`src/rtl/ps2_rx_fifo.sv`:
```
// PS/2 device-to-host receiver: synchronise, deglitch, frame, queue scancodes.
// Define PS2_RX_PARITY_EN to reject frames whose odd parity does not check.
module ps2_rx_cond #(
   parameter int SYNC_STAGES = 2,
   parameter int FILTER_LEN  = 8
) (
   input  logic clock,
   input  logic reset,
   input  logic pin,
   output logic filt
);
   localparam int FCW = $clog2(FILTER_LEN + 1);

   logic [SYNC_STAGES-1:0] sync_q, sync_d;
   logic [FCW-1:0]         cnt_q, cnt_d;
   logic                   filt_q, filt_d;
   logic                   in_s;

   assign in_s = sync_q[SYNC_STAGES-1];
   assign filt = filt_q;

   // The first differing sample counts as one; agreement resets the run.
   always_comb begin
      sync_d = {sync_q[SYNC_STAGES-2:0], pin};
      cnt_d  = cnt_q;
      filt_d = filt_q;
      if (in_s == filt_q) begin
         cnt_d = '0;
      end else if (cnt_q == FCW'(FILTER_LEN - 1)) begin
         filt_d = in_s;
         cnt_d  = '0;
      end else begin
         cnt_d = cnt_q + FCW'(1);
      end
   end

   always_ff @(posedge clock or posedge reset) begin
      if (reset) begin
         sync_q <= '1;
         cnt_q  <= '0;
         filt_q <= 1'b1;
      end else begin
         sync_q <= sync_d;
         cnt_q  <= cnt_d;
         filt_q <= filt_d;
      end
   end
endmodule

module ps2_rx_fifo #(
   parameter int SYNC_STAGES    = 2,
   parameter int FILTER_LEN     = 8,
   parameter int TIMEOUT_CYCLES = 50000,
   parameter int FIFO_DEPTH     = 8
) (
   input  logic                             clock,
   input  logic                             reset,
   input  logic                             PS2_clock,
   input  logic                             PS2_data,
   input  logic                             rd_en,
   input  logic                             clear_err,
   output logic [7:0]                       Key_code,
   output logic                             valid,
   output logic [$clog2(FIFO_DEPTH+1)-1:0]  count,
   output logic                             overflow,
   output logic                             frame_err
);
   localparam int CW = $clog2(FIFO_DEPTH + 1);
   localparam int AW = $clog2(FIFO_DEPTH);
   localparam int TW = $clog2(TIMEOUT_CYCLES + 1);

   typedef enum logic [1:0] {
      S_IDLE,
      S_DATA,
      S_PARITY,
      S_STOP
   } state_t;

   logic clk_f, data_f;
   logic clk_prev_q, clk_prev_d;
   logic fall;

   ps2_rx_cond #(
      .SYNC_STAGES(SYNC_STAGES),
      .FILTER_LEN (FILTER_LEN)
   ) u_clk_cond (
      .clock(clock),
      .reset(reset),
      .pin  (PS2_clock),
      .filt (clk_f)
   );

   ps2_rx_cond #(
      .SYNC_STAGES(SYNC_STAGES),
      .FILTER_LEN (FILTER_LEN)
   ) u_data_cond (
      .clock(clock),
      .reset(reset),
      .pin  (PS2_data),
      .filt (data_f)
   );

   always_comb begin
      clk_prev_d = clk_f;
   end

   always_ff @(posedge clock or posedge reset) begin
      if (reset) clk_prev_q <= 1'b1;
      else       clk_prev_q <= clk_prev_d;
   end

   assign fall = clk_prev_q & ~clk_f;

   state_t       state_q;
   logic [2:0]   bit_cnt_q;
   logic [7:0]   shift_q;
   logic [TW-1:0] tmo_q;
   logic         frame_err_q;
   logic         tmo_hit;
   logic         par_ok;
   logic         push_w;

`ifdef PS2_RX_PARITY_EN
   logic par_q;
   assign par_ok = ^{par_q, shift_q};
`else
   assign par_ok = 1'b1;
`endif

   assign tmo_hit = (state_q != S_IDLE) && !fall &&
                    (tmo_q == TW'(TIMEOUT_CYCLES - 1));
   assign push_w  = fall && (state_q == S_STOP) && data_f && par_ok;

   always_ff @(posedge clock or posedge reset) begin
      if (reset) begin
         state_q     <= S_IDLE;
         bit_cnt_q   <= '0;
         shift_q     <= '0;
         tmo_q       <= '0;
         frame_err_q <= 1'b0;
`ifdef PS2_RX_PARITY_EN
         par_q       <= 1'b0;
`endif
      end else begin
         frame_err_q <= 1'b0;
         if (state_q == S_IDLE || fall) tmo_q <= '0;
         else                           tmo_q <= tmo_q + TW'(1);
         if (tmo_hit) begin
            frame_err_q <= 1'b1;
            state_q     <= S_IDLE;
            bit_cnt_q   <= '0;
            shift_q     <= '0;
            tmo_q       <= '0;
         end else if (fall) begin
            unique case (state_q)
               S_IDLE: begin
                  if (!data_f) begin
                     state_q   <= S_DATA;
                     bit_cnt_q <= '0;
                  end
               end
               S_DATA: begin
                  shift_q   <= {data_f, shift_q[7:1]};
                  bit_cnt_q <= bit_cnt_q + 3'd1;
                  if (bit_cnt_q == 3'd7) state_q <= S_PARITY;
               end
               S_PARITY: begin
`ifdef PS2_RX_PARITY_EN
                  par_q   <= data_f;
`endif
                  state_q <= S_STOP;
               end
               S_STOP: begin
                  if (!data_f || !par_ok) frame_err_q <= 1'b1;
                  state_q <= S_IDLE;
               end
            endcase
         end
      end
   end

   assign frame_err = frame_err_q;

   logic [7:0]    mem_q [FIFO_DEPTH];
   logic [7:0]    mem_d [FIFO_DEPTH];
   logic [AW-1:0] wr_ptr_q, wr_ptr_d;
   logic [AW-1:0] rd_ptr_q, rd_ptr_d;
   logic [CW-1:0] count_q, count_d;
   logic          ovf_q, ovf_d;
   logic          pop, full, wr, drop;

   assign valid = (count_q != '0);
   assign full  = (count_q == CW'(FIFO_DEPTH));
   assign pop   = rd_en & valid;
   // A pop on the same edge frees the slot the push needs.
   assign wr    = push_w & (~full | pop);
   assign drop  = push_w & full & ~pop;

   always_comb begin
      mem_d    = mem_q;
      wr_ptr_d = wr_ptr_q;
      rd_ptr_d = rd_ptr_q;
      count_d  = count_q;
      if (wr) begin
         mem_d[wr_ptr_q] = shift_q;
         wr_ptr_d        = wr_ptr_q + AW'(1);
      end
      if (pop) rd_ptr_d = rd_ptr_q + AW'(1);
      unique case ({wr, pop})
         2'b10:   count_d = count_q + CW'(1);
         2'b01:   count_d = count_q - CW'(1);
         default: count_d = count_q;
      endcase
      if (drop)           ovf_d = 1'b1;
      else if (clear_err) ovf_d = 1'b0;
      else                ovf_d = ovf_q;
   end

   always_ff @(posedge clock or posedge reset) begin
      if (reset) begin
         for (int i = 0; i < FIFO_DEPTH; i++) mem_q[i] <= '0;
         wr_ptr_q <= '0;
         rd_ptr_q <= '0;
         count_q  <= '0;
         ovf_q    <= 1'b0;
      end else begin
         mem_q    <= mem_d;
         wr_ptr_q <= wr_ptr_d;
         rd_ptr_q <= rd_ptr_d;
         count_q  <= count_d;
         ovf_q    <= ovf_d;
      end
   end

   assign Key_code = valid ? mem_q[rd_ptr_q] : 8'h00;
   assign count    = count_q;
   assign overflow = ovf_q;
endmodule

```
`config.mk`:
```
export PLATFORM = sky130hd
export DESIGN_NAME = ps2_rx_fifo
export DESIGN_NICKNAME = d
export VERILOG_FILES = /design/src/rtl/ps2_rx_fifo.sv
export SDC_FILE = /design/constraint.sdc
export NUM_CORES = 1
export LEC_CHECK = 0
export CORE_MARGIN = 2
export CORE_UTILIZATION = 45
export CTS_CLUSTER_DIAMETER = 150
export DETAILED_ROUTE_END_ITERATION = 7
export PLACE_DENSITY = 0.72
export SLEW_MARGIN = 20
export SYNTH_ARGS = -nofsm -noshare
export SYNTH_HDL_FRONTEND = slang
export SYNTH_SLANG_ARGS = --single-unit
```
`constraint.sdc`:
```
create_clock -name clock -period 7.5 [get_ports clock]
set_input_delay 1.125 -clock clock [delete_from_list [all_inputs] [get_ports clock]]
set_output_delay 1.125 -clock clock [all_outputs]
set_load 0.02 [all_outputs]
```
==> metrics.txt <==
status=complete, no violations; GR Layer Usage met3=0.0554; final setup vio count=0; CP Launch Point=rd_ptr_q[0]; Clock Tree Buf Depth=2; Worst Path Arrival=2.85 ns; number of hold buffers added after CTS=0; PostCTS Resize Cnt=0; Setup Skew=0.00678 ns; Diodes inserted=0; GRT met1 Usage=0.219; Core Region=12000 um2; Core Util, Final=0.538; Starting DRT DRC Count=185; worst vdd ir=208 uV; TritonCTS clock tree=built; area growth from synthesis to layout=16.6%; grt met2 use=0.299; most used routing layer=met2; final hold violations=0; IO Count=21; Cells after DPL=576; RSZ-0062 raised after global routing=false; initial antenna violation count=0; nets@finish=466; CTS Sinks=120; Synthesized Nets=448; via/cell ratio=5.53; fmax=0.252 GHz; Synthesis Warnings=0; Power Density=306 nW/um2; number of H-tree levels=4; first-pass GRT wire length=17600 um; Initial Utilization=0.461; Crit Path Max Fanout=18; Die Area=13200 um2; DR pass1 iterations=4; Slew @ Worst Pin=1.01 ns; Rel. slew slack=0.325; Root Buffer=clkbuf_16; post-layout power=1980 uW; CP Data Required Time=around 6.4 ns; Finished Layout Cells=608; postcts setup bufs=0; min cycle time layout=3.97 ns; Critical Path Start Type=flop; syn avg cell area=12.9 um2; Yosys cell types=46; fin. max-slew vios=0; layout cells sized above 1=0.291; largest net degree at the start of global routing=69; Lkg Pwr=about 0.0029 uW; DR WL/cell=between 15 and 20 um; area of the mapped netlist=5540 um2; gp weighted congestion=approximately 0.76; DRT Wirelength=10400 um; Reg clk slew, reported paths=roughly 0.06 ns; Yosys reg bits=120; Hold Slack=about 0.36 ns; DRC=0; Crit. End Element=output pin; # rows=40; port bufs=20; grt total ovfl=0; vias=3361; register area share after synthesis=0.543; maxcap violations=0; Antenna Nets Post-Route=0; Global Route Usage Sum=0.177; cell count after synthesis=430; Skew-Pair Late Insertion Delay=0.41 ns; HP Class=reg -> reg; hold path depth=0; R2R depth=4; Die W=115 um; total CTS buffers=17; Critical Setup Path Class=reg -> out; DP HPWL=6620 um; vias in the first global route=3471; final cycle utilization of the critical path=0.530; setup tns final=0 ns; HP Start=u_data_cond.sync_q[0]; RR Startpoint=u_data_cond.filt; Die Y=115 um
cell type report:
cell class	count	area, um2
Fill cell	1009	5550
Sequential cell	120	3010
Multi-Input combinational cell	278	2390
Clock buffer	22	484
Timing Repair Buffer	21	208
Tap cell	147	184
Clock inverter	10	141
Inverter	10	40.0
metrics by stage:
| step | cell area (um2) | setup slack (ns) |
|---|---|---|
| after floorplan | 5540 | 3.20 |
| after global placement | 5830 | 3.94 |
| after detailed placement | 5830 | 3.92 |
| after CTS | 6460 | 3.48 |
| after global routing | 6460 | 3.30 |
| final | 6460 | 3.53 |
layout by cell type (no fill, tap or decap), types with 9 or more instances in the layout:
| cell type | instances |
|---|---|
| dfrtp_1 | 113 |
| mux2_2 | 68 |
| nor2_1 | 42 |
| nand2_1 | 24 |
| xnor2_1 | 22 |
| clkdlybuf4s50_1 | 20 |
| nand3_1 | 18 |
| clkbuf_16 | 17 |
| mux4_2 | 16 |
| ha_1 | 12 |
| a21oi_1 | 11 |
| mux2i_1 | 10 |
| inv_1 | 9 |
power by group:
group          switching (uW)  internal [uW]
sequential                123            708
clock                     286            558
combinational             153            146
path summary, 6_finish.rpt:
kind                                         endpoint  slack, ns
worst max-delay path                      Key_code[4]       3.53
worst min-delay path            u_data_cond.sync_q[1]       0.36
worst min register to register  u_data_cond.sync_q[1]       0.36
max in group asynchronous                 wr_ptr_q[2]       5.05
worst max register to register              mem_q[50]       4.89
min in group asynchronous                    count[0]       1.17
synthesized netlist by cell type (all sizes together):
| library cell | n | share of area |
|---|---|---|
| nand4b | 1 | 0.0016 |
| nor3 | 10 | 0.013 |
| mux4 | 16 | 0.065 |
| nor2b | 3 | 0.0034 |
| nor2 | 42 | 0.028 |
| o21ai | 4 | 0.0043 |
| dfstp | 7 | 0.033 |
| o22ai | 2 | 0.0023 |
| a21oi | 11 | 0.0099 |
| o21a | 1 | 0.0014 |
| o211ai | 1 | 0.0014 |
| and4 | 1 | 0.0016 |
| a22o | 1 | 0.0016 |
| nand2 | 24 | 0.016 |
| o2bb2ai | 2 | 0.0032 |
| ha | 12 | 0.027 |
| and3 | 2 | 0.0025 |
| mux2i | 10 | 0.018 |
| or4 | 3 | 0.0047 |
| mux2 | 68 | 0.14 |
| and4b | 1 | 0.0018 |
| nor4 | 6 | 0.011 |
| xnor2 | 22 | 0.035 |
| xor2 | 4 | 0.0063 |
| nand2b | 2 | 0.0023 |
| buf | 9 | 0.0095 |
| a31o | 1 | 0.0016 |
| or3 | 1 | 0.0011 |
| clkbuf | 13 | 0.0088 |
| o41ai | 1 | 0.0029 |
| or4b | 1 | 0.0018 |
| a32oi | 1 | 0.0016 |
| dfrtp | 113 | 0.51 |
| inv | 10 | 0.0068 |
| nand4 | 6 | 0.0068 |
| nand3 | 18 | 0.016 |
kinds of logic after synthesis:
family | share of synthesized area
and+or+nand+nor | 0.112
buffers and inverters | 0.0251
AOI/OAI and AO/OA | 0.0300
adders and majority gates | 0.0271
muxes | 0.221
xor gates and xnor gates | 0.0411
DFF | 0.543
critical path, stage by stage (launching register included):
cell and delay (ns):
dfrtp_1 1.01, mux4_2 0.61, mux2i_1 0.19, nor2_1 0.06, clkdlybuf4s50_1 0.57
per-layer routing:
layer / wire length, um / up-vias / part of all wire
li1: - / 1581 / -
met1: 4640 / 1710 / 0.44
met2: 5320 / 55 / 0.51
met3: 382 / 15 / 0.037
met4: 92 / 0 / 0.0088
met5: 0 / - / 0
flip-flops by register name, summed over array words and instances (netlist names), 2 cells and up:
signal,cells
wr_ptr_q,3
state_q,2
tmo_q,16
count,4
u_data_cond.cnt_q,4
rd_ptr_q,3
u_clk_cond.cnt_q,4
shift_q,8
u_data_cond.sync_q,2
u_clk_cond.sync_q,2
bit_cnt_q,3
mem_q,64
No activity file was read; power rests on OpenSTA's default activity.
